$ cat config.mk
export PLATFORM = sky130hd
export DESIGN_NAME = alu_pipe
export DESIGN_NICKNAME = d
export VERILOG_FILES = /design/src/rtl/alu_pipe.sv
export SDC_FILE = /design/constraint.sdc
export NUM_CORES = 1
export LEC_CHECK = 0
export CAP_MARGIN = 10
export CORE_ASPECT_RATIO = 1.4
export CORE_MARGIN = 1
export CORE_UTILIZATION = 56
export CTS_BUF_LIST = sky130_fd_sc_hd__clkbuf_8
export DETAILED_ROUTE_END_ITERATION = 12
export MAX_ROUTING_LAYER = met4
export PLACE_DENSITY = 0.83
export SYNTH_ARGS = -nofsm -noshare
export SYNTH_HDL_FRONTEND = slang
export SYNTH_SLANG_ARGS = --single-unit
$ cat constraint.sdc
create_clock -name clk -period 3.8 [get_ports clk]
set_clock_uncertainty 0.2 [all_clocks]
set_input_delay 0.38 -clock clk [delete_from_list [all_inputs] [get_ports clk]]
set_output_delay 0.38 -clock clk [all_outputs]
set_load 0.02 [all_outputs]
$ cat src/rtl/alu_pipe.sv
// alu_pipe: two-stage elastic Hack-style ALU (operand preset stage, then result/flag stage).
// Optional unsigned carry / signed overflow flags are built when ALU_PIPE_CARRY_EN is defined.
module alu_pipe #(
    parameter int unsigned WIDTH = 16
) (
    input  logic             clk,
    input  logic             rst_n,
    input  logic             in_valid,
    output logic             in_ready,
    input  logic [WIDTH-1:0] x,
    input  logic [WIDTH-1:0] y,
    input  logic [5:0]       ctrl,
    output logic             out_valid,
    input  logic             out_ready,
    output logic [WIDTH-1:0] out,
    output logic             zr,
    output logic             ng,
    output logic             cf,
    output logic             vf
);

    logic             s1_valid_q, s2_valid_q;
    logic             s1_adv, s2_adv, accept, s2_load;
    logic [WIDTH-1:0] xp_d, yp_d, xp_q, yp_q;
    logic             f_q, no_q;
    logic [WIDTH-1:0] sum, res_d, out_q;
    logic             zr_q, ng_q;

    // Ready depends only on pipeline occupancy and out_ready, never on in_valid.
    assign s2_adv   = !s2_valid_q || out_ready;
    assign s1_adv   = !s1_valid_q || s2_adv;
    assign in_ready = s1_adv;
    assign accept   = in_valid && s1_adv;
    assign s2_load  = s2_adv && s1_valid_q;

    always_comb begin
        xp_d = ctrl[5] ? '0 : x;
        if (ctrl[4]) xp_d = ~xp_d;
        yp_d = ctrl[3] ? '0 : y;
        if (ctrl[2]) yp_d = ~yp_d;
    end

`ifdef ALU_PIPE_CARRY_EN
    logic [WIDTH:0] sum_ext;
    logic           cf_d, vf_d, cf_q, vf_q;

    assign sum_ext = {1'b0, xp_q} + {1'b0, yp_q};
    assign sum     = sum_ext[WIDTH-1:0];

    // Flags describe the addition itself, before the optional output inversion.
    always_comb begin
        cf_d = f_q & sum_ext[WIDTH];
        vf_d = f_q & (xp_q[WIDTH-1] == yp_q[WIDTH-1]) & (sum[WIDTH-1] != xp_q[WIDTH-1]);
    end

    always_ff @(posedge clk or negedge rst_n) begin
        if (!rst_n) begin
            cf_q <= 1'b0;
            vf_q <= 1'b0;
        end else if (s2_load) begin
            cf_q <= cf_d;
            vf_q <= vf_d;
        end
    end

    assign cf = cf_q;
    assign vf = vf_q;
`else
    assign sum = xp_q + yp_q;
    assign cf  = 1'b0;
    assign vf  = 1'b0;
`endif

    always_comb begin
        res_d = f_q ? sum : (xp_q & yp_q);
        if (no_q) res_d = ~res_d;
    end

    always_ff @(posedge clk or negedge rst_n) begin
        if (!rst_n) begin
            s1_valid_q <= 1'b0;
            s2_valid_q <= 1'b0;
            xp_q       <= '0;
            yp_q       <= '0;
            f_q        <= 1'b0;
            no_q       <= 1'b0;
            out_q      <= '0;
            zr_q       <= 1'b0;
            ng_q       <= 1'b0;
        end else begin
            if (s1_adv) s1_valid_q <= in_valid;
            if (accept) begin
                xp_q <= xp_d;
                yp_q <= yp_d;
                f_q  <= ctrl[1];
                no_q <= ctrl[0];
            end
            if (s2_adv) s2_valid_q <= s1_valid_q;
            if (s2_load) begin
                out_q <= res_d;
                zr_q  <= (res_d == '0);
                ng_q  <= res_d[WIDTH-1];
            end
        end
    end

    assign out_valid = s2_valid_q;
    assign out       = out_q;
    assign zr        = zr_q;
    assign ng        = ng_q;

endmodule

; After elaboration in Yosys (flattened, before gate mapping)
; Cells that the tools add are included.
[classes]
magnitude_cmp = 0
mux = 6
eq_ne = 0
bitwise = 4
div = 0
n_shift = 0
addsub = 1
mul = 0
n_reduce_logical = 7
[op_table]
columns = cell, count
row1 = two-way mux 16 bit, 6
row2 = NOT 16 bit, 3
row3 = adder 16 bit, 1
row4 = AND 16 bit, 1
row5 = logical NOT 16 bit, 1
row6 = logical AND 1 bit, 2
row7 = logical NOT 1 bit, 2
row8 = logical OR 1 bit, 2
[word_totals]
output_inout_bits = 22
rom_bits = 0
ff_bits = 54
ramBits = 0
elab_cells = 27
latch_bits = 0
memories = 0
in_bits = 42

; Depth between registers and ports, before layout
; Gate-level depths: netlist of the first run.
[logic_depth]
ltp_word = 5
ltp_mapped = 11

; Least setup slack after synthesis of the first run
; Ideal clock, no wire load.
[synth_timing]
path_kind = flip-flop to flip-flop
start = register xp_q[0]
end = register zr_q (netlist: zr)
stages_incl_launch_ff = 11
path_buffers = 0
arrival_ns = 2.779
setup_slack_ns = 0.755
cell_sequence = dfrtp_1 -> ha_1 -> fa_1 -> a211oi_2 -> o211ai_2 -> a31o_1 -> a211oi_1 -> o2bb2ai_1 -> or3_1 -> a211oi_1 -> a22o_1
[synth_via]
elab_chain_len = 5
elab_cells_between_ends = 6
cone_classes = 1 x add/sub / 2 x mux / 2 x bitwise / 1 x reduce/logical
[synth_lines]
columns = item, line
row1 = from (decl), 24  ; logic [WIDTH-1:0] xp_d, yp_d, xp_q, yp_q;
row2 = from (signal assigned), 93  ; xp_q <= xp_d;
row3 = adder 16 bit or AND 16 bit (tied branches), "69, 75"
row4 = two-way mux 16 bit *, 75  ; res_d = f_q ? sum : (xp_q & yp_q);
row5 = NOT 16 bit, 76  ; if (no_q) res_d = ~res_d;
row6 = two-way mux 16 bit *, 76
row7 = logical NOT 16 bit *, 101  ; zr_q <= (res_d == '0);
row8 = to (signal assigned), 101
row9 = to (decl), 27  ; logic zr_q, ng_q;
; Every way passes the cells marked *; elsewhere a longest branch is shown, timed or not.
; A chain may end at the register's enable or synchronous reset.

; Worst setup path after layout of the first run
; Ends and elaborated chain as after synthesis.

==> results of run 1 <==
-- final cells by class --
class | instances | area [sq um] | area share [%]
Clock buffer | 6 | 82.58 | 1.793
Clock inverter | 2 | 17.52 | 0.3804
Inverter | 5 | 18.77 | 0.4076
Multi-Input combinational cell | 338 | 2366 | 51.39
Sequential cell | 53 | 1326 | 28.80
Tap cell | 92 | 115.1 | 2.500
Timing Repair Buffer | 67 | 678.2 | 14.73
-- sequential cells by signal (all words and copies together) (netlist names) --
signal      count
f_q             1
no_q            1
out            16
out_valid       1
s1_valid_q      1
xp_q           16
yp_q           16
zr              1
-- critical path, cell delays in order (launching register included) --
cell	delay, ps
dfrtp_1	400
ha_1	290
fa_1	460
a211oi_2	320
o211ai_2	190
a31o_1	250
a211oi_1	240
o2bb2ai_1	150
or3_1	360
a211oi_1	240
a22o_1	150
-- logic make-up (layout without fill, tap and decap cells) --
kind of cell	count (synthesis)	after routing	synth area share [%]
flops	53	53	34.55
fa+ha+maj	17	17	5.737
mux	12	12	3.423
other cells	1	2	0.09769
simple gates	146	146	20.73
buf+inv	34	80	3.911
xor+xnor	51	51	11.64
compound gates	110	110	19.92
-- where the power goes --
group | total, W | switching (W) | internal, W | leakage, nW
clock | 0.000346 | 0.000194 | 0.000152 | 0.0518
combinational | 0.00121 | 0.000622 | 0.000587 | 1.15
sequential | 0.000800 | 0.0000970 | 0.000703 | 0.643
-- cell usage in the layout (no fill, tap or decap), types with 4 or more instances in the layout --
| master | Yosys | routed |
|---|---|---|
| nand2b_1 | 7 | 7 |
| ha_1 | 16 | 16 |
| xor2_1 | 9 | 9 |
| mux2_2 | 9 | 9 |
| dfrtp_1 | 53 | 53 |
| a21oi_1 | 11 | 11 |
| nor2b_1 | 40 | 40 |
| o21ai_0 | 48 | 48 |
| xnor2_1 | 42 | 42 |
| nand2_1 | 52 | 52 |
| a211oi_1 | 5 | 5 |
| nor2_1 | 4 | 4 |
| nor3_1 | 9 | 9 |
| or3_1 | 7 | 7 |
| clkbuf_8 | 0 | 6 |
| o211ai_1 | 4 | 4 |
| clkdlybuf4s50_1 | 0 | 60 |
| inv_1 | 5 | 5 |
| nand3b_1 | 4 | 4 |
| a21o_1 | 5 | 5 |
-- worst max-delay path by stage --
stage / from / end / cells past startpoint
floorplan: xp_q[0] / zr / 10
global route: yp_q[0] / zr / 10
global placement: xp_q[0] / zr / 10
finish: xp_q[0] / zr / 10
CTS: xp_q[0] / zr / 10
detailed placement: xp_q[0] / zr / 10
-- routing by layer --
metal	GRT usage [%]	up-vias	routed length (microns)
met5	-	-	0
li1	-	1588	-
met1	24.14	1411	3082
met4	6.637	0	107
met3	2.410	7	190
met2	39.33	69	3656
-- through the flow --
stage	util, %	cells	hold slack [ps]	area, sq um
2_1_floorplan	-	425	-115.6	3842
3_3_place_gp	67.66	553	259.1	4474
3_5_place_dp	67.66	553	269.1	4474
4_1_cts	69.18	561	125.3	4574
5_1_grt	69.63	563	313.0	4604
6_report	69.63	563	282.0	4604
-- what timing repair did --
item	in CTS	in global routing
hold buffers	0	1
endpoints found under the hold margin	0	16
buffers inserted	0	0
setup endpoints to repair	0	0
==> results.sh, run 1 <==
export IMPL_status="completed"
export IMPL_synth_top_area_share_pct=34.55
export IMPL_yosys_top_cells_area="dfrtp_1 35%, xnor2_1 9.6%, nor2b_1 6.5%, o21ai_0 6.3%, ha_1 5.2%"
export IMPL_drt_initial_drc_count=96
export IMPL_grt_max_degree=54
export IMPL_syn_area_per_cell_sq_um=9.053
export IMPL_ir_drop_uv=221.9
export IMPL_rows=35
export IMPL_area_delta_synth_final_pct=19.95
export IMPL_p_per_area_nw_per_um2=511.4
export IMPL_cts_sinks=53
export IMPL_grt_ovfl_total=0
export IMPL_dr_total_vias=3075
export IMPL_drc=0
export IMPL_grt_pass1_vias=2771
export IMPL_die_w_microns=71.98
export IMPL_synth_edf_count=0
export IMPL_cts_max_level=2
export IMPL_fin_setup_tns_ps=0
export IMPL_drive_gt1_share_pct=9.554
export IMPL_dp_hpwl_mm=5.506
export IMPL_finalCriticalPeriod_ps=3304
export IMPL_async_flop_share_pct=100.0
export IMPL_leakage_nw=1.849
export IMPL_min_delay_path_class="flop to flop"
export IMPL_num_io_pins=64
export IMPL_crit_type="flop to flop"
export IMPL_ctsRootBufferMaster="clkbuf_8"
export IMPL_fmax_ghz=0.3027
export IMPL_worstPathMaxFanout=6
export IMPL_drv_cap=0
export IMPL_whs_path_depth=2
export IMPL_place_gp_congestion=0.8645
export IMPL_die_h_microns=99.96
export IMPL_cts_buffer_depth=2
export IMPL_synthDistinctLibCells=64
export IMPL_start_kind="flop"
export IMPL_netlist_instances=424
export IMPL_dp_worst_setup_slack_ps=501.5
export IMPL_max_slew_margin_pct=40.44
export IMPL_finalCritPeriodShare_pct=86.94
export IMPL_ys_warn_count=0
export IMPL_cts_tree="built"
export IMPL_diodes=0
export IMPL_tightestPinTransition_ps=893.4
export IMPL_grt_pass1_wl_mm=12.12
export IMPL_critPathCaptureType="flop"
export IMPL_post_cts_resize_count=0
export IMPL_dieArea_sq_um=7195
export IMPL_initial_utilization_pct=58.05
export IMPL_r2r_start="xp_q[0]"
export IMPL_netlist_area_sq_um=3839
export IMPL_hp_start="out[10]"
export IMPL_synth_seq_area_share_pct=34.55
export IMPL_rsz0062_at_grt="false"
export IMPL_fill_cells=536
export IMPL_avgRoutedWirePerCell_microns=12.50
export IMPL_synthFlopType="dfrtp_1"
export IMPL_clock_latency_ps=310
export IMPL_port_buffers=61
export IMPL_ant_nets=0
export IMPL_r2r_setup_slack_ps=500
export IMPL_post_synth_top_count_cell="dfrtp_1"
export IMPL_core_area_sq_um=6613
export IMPL_synth_top_cell_by_area="dfrtp_1"
export IMPL_reg2reg_depth=10
export IMPL_synth_seq_cells=53
export IMPL_min_delay_worst_endpoint="out[10]"
export IMPL_p_total_w=0.002355
export IMPL_clkTransAtPathRegs_ps=90
export IMPL_first_pass_iters=4
export IMPL_hold_viol=0
export IMPL_slew_violations=0
export IMPL_setup_viol=0
export IMPL_cts_made_buffers=5
export IMPL_worstPathArrival_ps=3360
export IMPL_critPathRequiredTime_ps=3850
export IMPL_viasPerCell=5.462
export IMPL_final_nets=529
export IMPL_synthTopCellsByCount="53 x dfrtp_1, 52 x nand2_1, 48 x o21ai_0"
export IMPL_antenna_found_initial=0
export IMPL_grt_usage_pct=21.44
export IMPL_r2r_end="zr"
export IMPL_routed_wl_mm=7.036
export IMPL_setup_ws_ps=496.2
Note: power is estimated with default switching activity, not from simulation.
==> run 2, diff against run 1 <==
Settings changed: CORE_UTILIZATION 56 to 54, CTS_BUF_LIST sky130_fd_sc_hd__clkbuf_8 to unset, PLACE_DENSITY 0.83 to 0.81.
==> run 2 against run 1 <==
Register-to-register slack improved by 30 ps. Sequential power hardly changed. Sequential share of layout area fell by 0.12 points. Global-route usage fell by 0.23 points. Design area up 0.41%. Non-clock buffer count increased by 1. Critical path type unchanged.
==> results.sh, run 2 (synthesis gave the netlist of run 1 again) <==
export IMPL_start_kind="flop"
export IMPL_setup_ws_ps=524.8
export IMPL_drv_cap=0
export IMPL_first_pass_iters=4
export IMPL_reg2reg_depth=10
export IMPL_leakage_nw=1.854
export IMPL_placed_cells=557
export IMPL_critPathRequiredTime_ps=3850
export IMPL_path_cells="ha_1, fa_1, a211oi_2, o211ai_2, a31o_1, a211oi_1, o2bb2ai_1, or3_1, a211oi_1, a22o_1"
export IMPL_whs_path_depth=2
export IMPL_dp_hpwl_mm=5.503
export IMPL_finalCriticalPeriod_ps=3275
export IMPL_p_total_w=0.002412
export IMPL_avgRoutedWirePerCell_microns=12.52
export IMPL_min_delay_path_class="flop to flop"
export IMPL_diodes=0
export IMPL_drive_gt1_share_pct=9.746
export IMPL_num_io_pins=64
export IMPL_dr_total_vias=3050
export IMPL_final_common_cell="clkdlybuf4s50_1"
export IMPL_tightestPinTransition_ps=925.0
export IMPL_cts_made_buffers=5
export IMPL_instances_no_fill=567
export IMPL_rows=36
export IMPL_worstPathMaxFanout=6
export IMPL_place_gp_congestion=0.8385
export IMPL_ir_drop_uv=245.1
export IMPL_path_depth=10
export IMPL_cp_common_cell="a211oi_1"
export IMPL_dp_worst_setup_slack_ps=542.4
export IMPL_fin_setup_tns_ps=0
export IMPL_cts_buffer_depth=2
export IMPL_rsz0062_at_grt="false"
export IMPL_die_h_microns=101.8
export IMPL_cts_max_level=2
export IMPL_area_delta_synth_final_pct=20.44
export IMPL_grt_usage_pct=21.22
export IMPL_critPathBufInv=0
export IMPL_antenna_found_initial=0
export IMPL_fmax_ghz=0.3053
export IMPL_cts_sinks=53
export IMPL_hold_viol=0
export IMPL_setup_viol=0
export IMPL_drt_initial_drc_count=106
export IMPL_ant_nets=0
export IMPL_slew_violations=0
export IMPL_die_w_microns=73.26
export IMPL_routed_wl_mm=7.100
export IMPL_drc=0
export IMPL_viasPerCell=5.379
export IMPL_place_area_sq_um=4473
export IMPL_clock_latency_ps=310
export IMPL_dieArea_sq_um=7454
export IMPL_final_nets=530
export IMPL_max_slew_margin_pct=38.33
export IMPL_core_area_sq_um=6937
export IMPL_cp_top_family="compound AO/OA/AOI/OAI gates"
export IMPL_crit_type="flop to flop"
export IMPL_grt_max_degree=54
export IMPL_finalCritPeriodShare_pct=86.19
export IMPL_cts_tree="built"
export IMPL_critPathCaptureType="flop"
export IMPL_post_cts_resize_count=0
export IMPL_clkTransAtPathRegs_ps=90
export IMPL_cp_slowest_cell="fa_1"
export IMPL_fin_area_sq_um=4623
export IMPL_status="completed"
export IMPL_grt_pass1_wl_mm=12.14
export IMPL_grt_ovfl_total=0
export IMPL_initial_utilization_pct=55.34
export IMPL_slowest_delay_ps=460
export IMPL_grt_pass1_vias=2772
export IMPL_p_per_area_nw_per_um2=521.7
export IMPL_worstPathArrival_ps=3330
export IMPL_ctsRootBufferMaster="clkbuf_8"
export IMPL_mostFrequentLayoutCells="60 x clkdlybuf4s50_1, 53 x dfrtp_1, 52 x nand2_1"
export IMPL_port_buffers=61
run 2: cell count changes in the layout (fill, tap and decap cells not counted), sizes merged:
cell	delta
bufinv	+1
clkinv	-1
inv	-1
clkinvlp	+1
buf	+1
run 2: path summary, 6_finish.rpt:
kind,from,end,slack [ps]
setup / recovery,xp_q[0],zr,520
hold / removal,out[9],out[9],280
setup reg to reg,xp_q[0],zr,520
hold reg to reg,out[9],out[9],280
max in group asynchronous,rst_n,xp_q[0],2550
min in group asynchronous,rst_n,out[7],320
run 2: layout make-up:
cell class	instances	area, sq um
clock buffers	6	82.58
multi-input cells	338	2366
inverters	5	18.77
flip-flops and latches	53	1326
fillers	619	2313
repair buffers	68	673.1
clock inverters	2	37.54
well taps	95	118.9
run 2: timing repair:
| item | CTS | global route |
|---|---|---|
| endpoints found under the hold margin | 0 | 18 |
| buffers inserted | 0 | 0 |
| hold buffers | 0 | 1 |
run 2: worst reg2reg max path: cells and delay by family (launching register included):
family                     cells  cell delay, ps
and+or+nand+nor                1             360
AOI/OAI and AO/OA              7            1520
DFF                            1             390
adders and majority gates      2             750
run 2: metal layers:
layer / up-vias / routed length (microns) / track usage [%]
met5: - / 0 / -
met4: 0 / 163 / 8.145
met3: 11 / 218 / 3.483
met2: 64 / 3560 / 36.18
met1: 1392 / 3157 / 24.68
li1: 1583 / - / -
run 2: power by group:
part	switching, W	internal [W]	total, W	leakage, nW
sequential	0.0000976	0.000703	0.000801	0.643
combinational	0.000624	0.000586	0.00121	1.15
clock	0.000187	0.000214	0.000402	0.0574
total	0.000909	0.00150	0.00241	1.85
run 2: metrics by stage:
stage	util, %	hold slack [ps]
floorplan	-	-115.6
global placement	64.48	259.8
detailed placement	64.48	269.0
CTS	66.22	124.6
global route	66.65	310.9
finish	66.65	280.7
==> run 3, diff against run 2 <==
Settings changed: CORE_MARGIN 1 to 4.
==> run 3 against run 2 <==
Sequential cell count is the same. Clock power shrank 9.0%. Sequential power is essentially flat. Critical path depth is the same. Design area shrank 0.51%. Critical path type unchanged. Largest cell class unchanged.
==> results.sh, run 3 (synthesis gave the netlist of run 1 again) <==
export IMPL_dr_total_vias=3076
export IMPL_ant_nets=0
export IMPL_ir_drop_uv=204.6
export IMPL_switching_share_pct=37.92
export IMPL_cp_top_family="compound AO/OA/AOI/OAI gates"
export IMPL_min_delay_path_class="flop to flop"
export IMPL_mostFrequentLayoutCells="60 x clkdlybuf4s50_1, 53 x dfrtp_1, 52 x nand2_1"
export IMPL_r2r_setup_slack_ps=530
export IMPL_worstPathArrival_ps=3320
export IMPL_multi_input_area_sq_um=2366
export IMPL_tightestPinTransition_ps=923.8
export IMPL_crit_type="flop to flop"
export IMPL_hold_viol=0
export IMPL_drive_gt1_share_pct=9.362
export IMPL_slew_violations=0
export IMPL_cts_tree="built"
export IMPL_rows=36
export IMPL_worstPathMaxFanout=6
export IMPL_combPwrFrac_pct=51.1
export IMPL_dp_hpwl_mm=5.740
export IMPL_cts_max_level=2
export IMPL_setup_viol=0
export IMPL_drt_initial_drc_count=146
export IMPL_viasPerCell=5.444
export IMPL_dp_worst_setup_slack_ps=535.7
export IMPL_antenna_found_initial=0
export IMPL_p_clk_share_pct=15.4
export IMPL_grt_max_degree=67
export IMPL_grt_pass1_vias=2866
export IMPL_pwr_share_seq_pct=33.5
export IMPL_clkTransAtPathRegs_ps=90
export IMPL_fin_setup_tns_ps=0
export IMPL_cts_made_buffers=5
export IMPL_die_h_microns=107.8
export IMPL_cts_sinks=53
export IMPL_p_per_area_nw_per_um2=518.1
export IMPL_start_kind="flop"
export IMPL_final_nets=529
export IMPL_avgRoutedWirePerCell_microns=13.03
export IMPL_die_w_microns=79.26
export IMPL_critPathCaptureType="flop"
export IMPL_drv_cap=0
export IMPL_fill_cells=598
export IMPL_port_buffers=61
export IMPL_leakage_nw=1.846
export IMPL_drc=0
export IMPL_rsz0062_at_grt="false"
export IMPL_core_area_sq_um=6937
export IMPL_first_pass_iters=6
export IMPL_num_io_pins=64
export IMPL_finalCritPeriodShare_pct=86.12
export IMPL_routed_wl_mm=7.364
export IMPL_ctsRootBufferMaster="clkbuf_8"
export IMPL_final_common_cell="clkdlybuf4s50_1"
export IMPL_clock_latency_ps=310
export IMPL_fmax_ghz=0.3056
export IMPL_grt_ovfl_total=0
export IMPL_max_slew_margin_pct=38.41
export IMPL_diodes=0
export IMPL_area_delta_synth_final_pct=19.82
export IMPL_cts_setup_buffers=0
export IMPL_finalCriticalPeriod_ps=3273
export IMPL_cp_common_cell="a211oi_1"
export IMPL_path_cells="ha_1, fa_1, a211oi_2, o211ai_2, a31o_1, a211oi_1, o2bb2ai_1, or3_1, a211oi_1, a22o_1"
export IMPL_dieArea_sq_um=8541
export IMPL_grt_pass1_wl_mm=12.50
export IMPL_p_int_w=0.001479
export IMPL_grt_usage_pct=18.50
export IMPL_cts_buffer_depth=2
export IMPL_p_sw_w=0.0009036
export IMPL_setup_ws_ps=527.3
export IMPL_cp_slowest_cell="fa_1"
export IMPL_slowest_delay_ps=470
export IMPL_status="completed"
export IMPL_critPathBufInv=0
export IMPL_place_gp_congestion=0.8508
export IMPL_regArea_sq_um=1326
export IMPL_ctsHoldBuffers=0
export IMPL_initial_utilization_pct=55.34
export IMPL_critPathRequiredTime_ps=3850
export IMPL_post_cts_resize_count=0
-- run 3: cell types whose count changed in the layout (fill, tap and decap cells not counted) --
| cell | before | now |
|---|---|---|
| buf_4 | 5 | 4 |
| clkinvlp_4 | 1 | 0 |
| clkinv_2 | 0 | 1 |
| clkbuf_8 | 6 | 5 |
-- run 3: final cells by class --
class	count	area share [%]
multi-input combinational	338	51.44
sequential	53	28.84
timing repair buffer	67	14.47
tap	95	2.584
clock buffer	5	1.496
clock inverter	2	0.7617
inverter	5	0.4081
-- run 3: through the flow --
| stage | instances | total power (W) | hold slack (ps) | util, % | area, sq um |
|---|---|---|---|---|---|
| final | 565 | 0.002383 | 280.0 | 66.31 | 4599 |
| after floorplan | 425 | 0.001658 | -115.6 | - | 3842 |
| after CTS | 563 | 0.002401 | 125.3 | 65.87 | 4569 |
| after global placement | 556 | 0.001992 | 259.9 | 64.38 | 4466 |
| after detailed placement | 556 | 0.002030 | 269.0 | 64.38 | 4466 |
| after global routing | 565 | 0.002562 | 313.6 | 66.31 | 4599 |
-- run 3: power groups by stage --
stage | logic (W) | clock network, W | registers [W]
6_report | 0.00122 | 0.000366 | 0.000799
5_1_grt | 0.00134 | 0.000394 | 0.000824
4_1_cts | 0.00122 | 0.000376 | 0.000802
3_5_place_dp | 0.00122 | 0 | 0.000814
3_3_place_gp | 0.00119 | 0 | 0.000806
2_1_floorplan | 0.000775 | 0 | 0.000883
-- run 3: layer usage --
metal	vias up	wire, microns	part of all wire (%)	GRT usage, %
li1	1581	-	-	-
met1	1414	3164	43	20.96
met2	70	3795	52	33.19
met3	11	281	3.8	2.764
met4	0	123	1.7	6.020
met5	-	0	0	-
-- run 3: worst register-to-register path, stage by stage, from the launching register on --
cell and delay [ps]:
dfrtp_1 400, ha_1 300, fa_1 470, a211oi_2 300, o211ai_2 180, a31o_1 250
a211oi_1 240, o2bb2ai_1 150, or3_1 360, a211oi_1 240, a22o_1 150
-- run 3: worst paths after layout --
kind	startpoint	endpoint	cells after the start
max	xp_q[0]	zr	10
min	out[7]	out[7]	2
max reg2reg	xp_q[0]	zr	10
min reg2reg	out[7]	out[7]	2
max in group asynchronous	rst_n	xp_q[4]	3
min in group asynchronous	rst_n	s1_valid_q	2
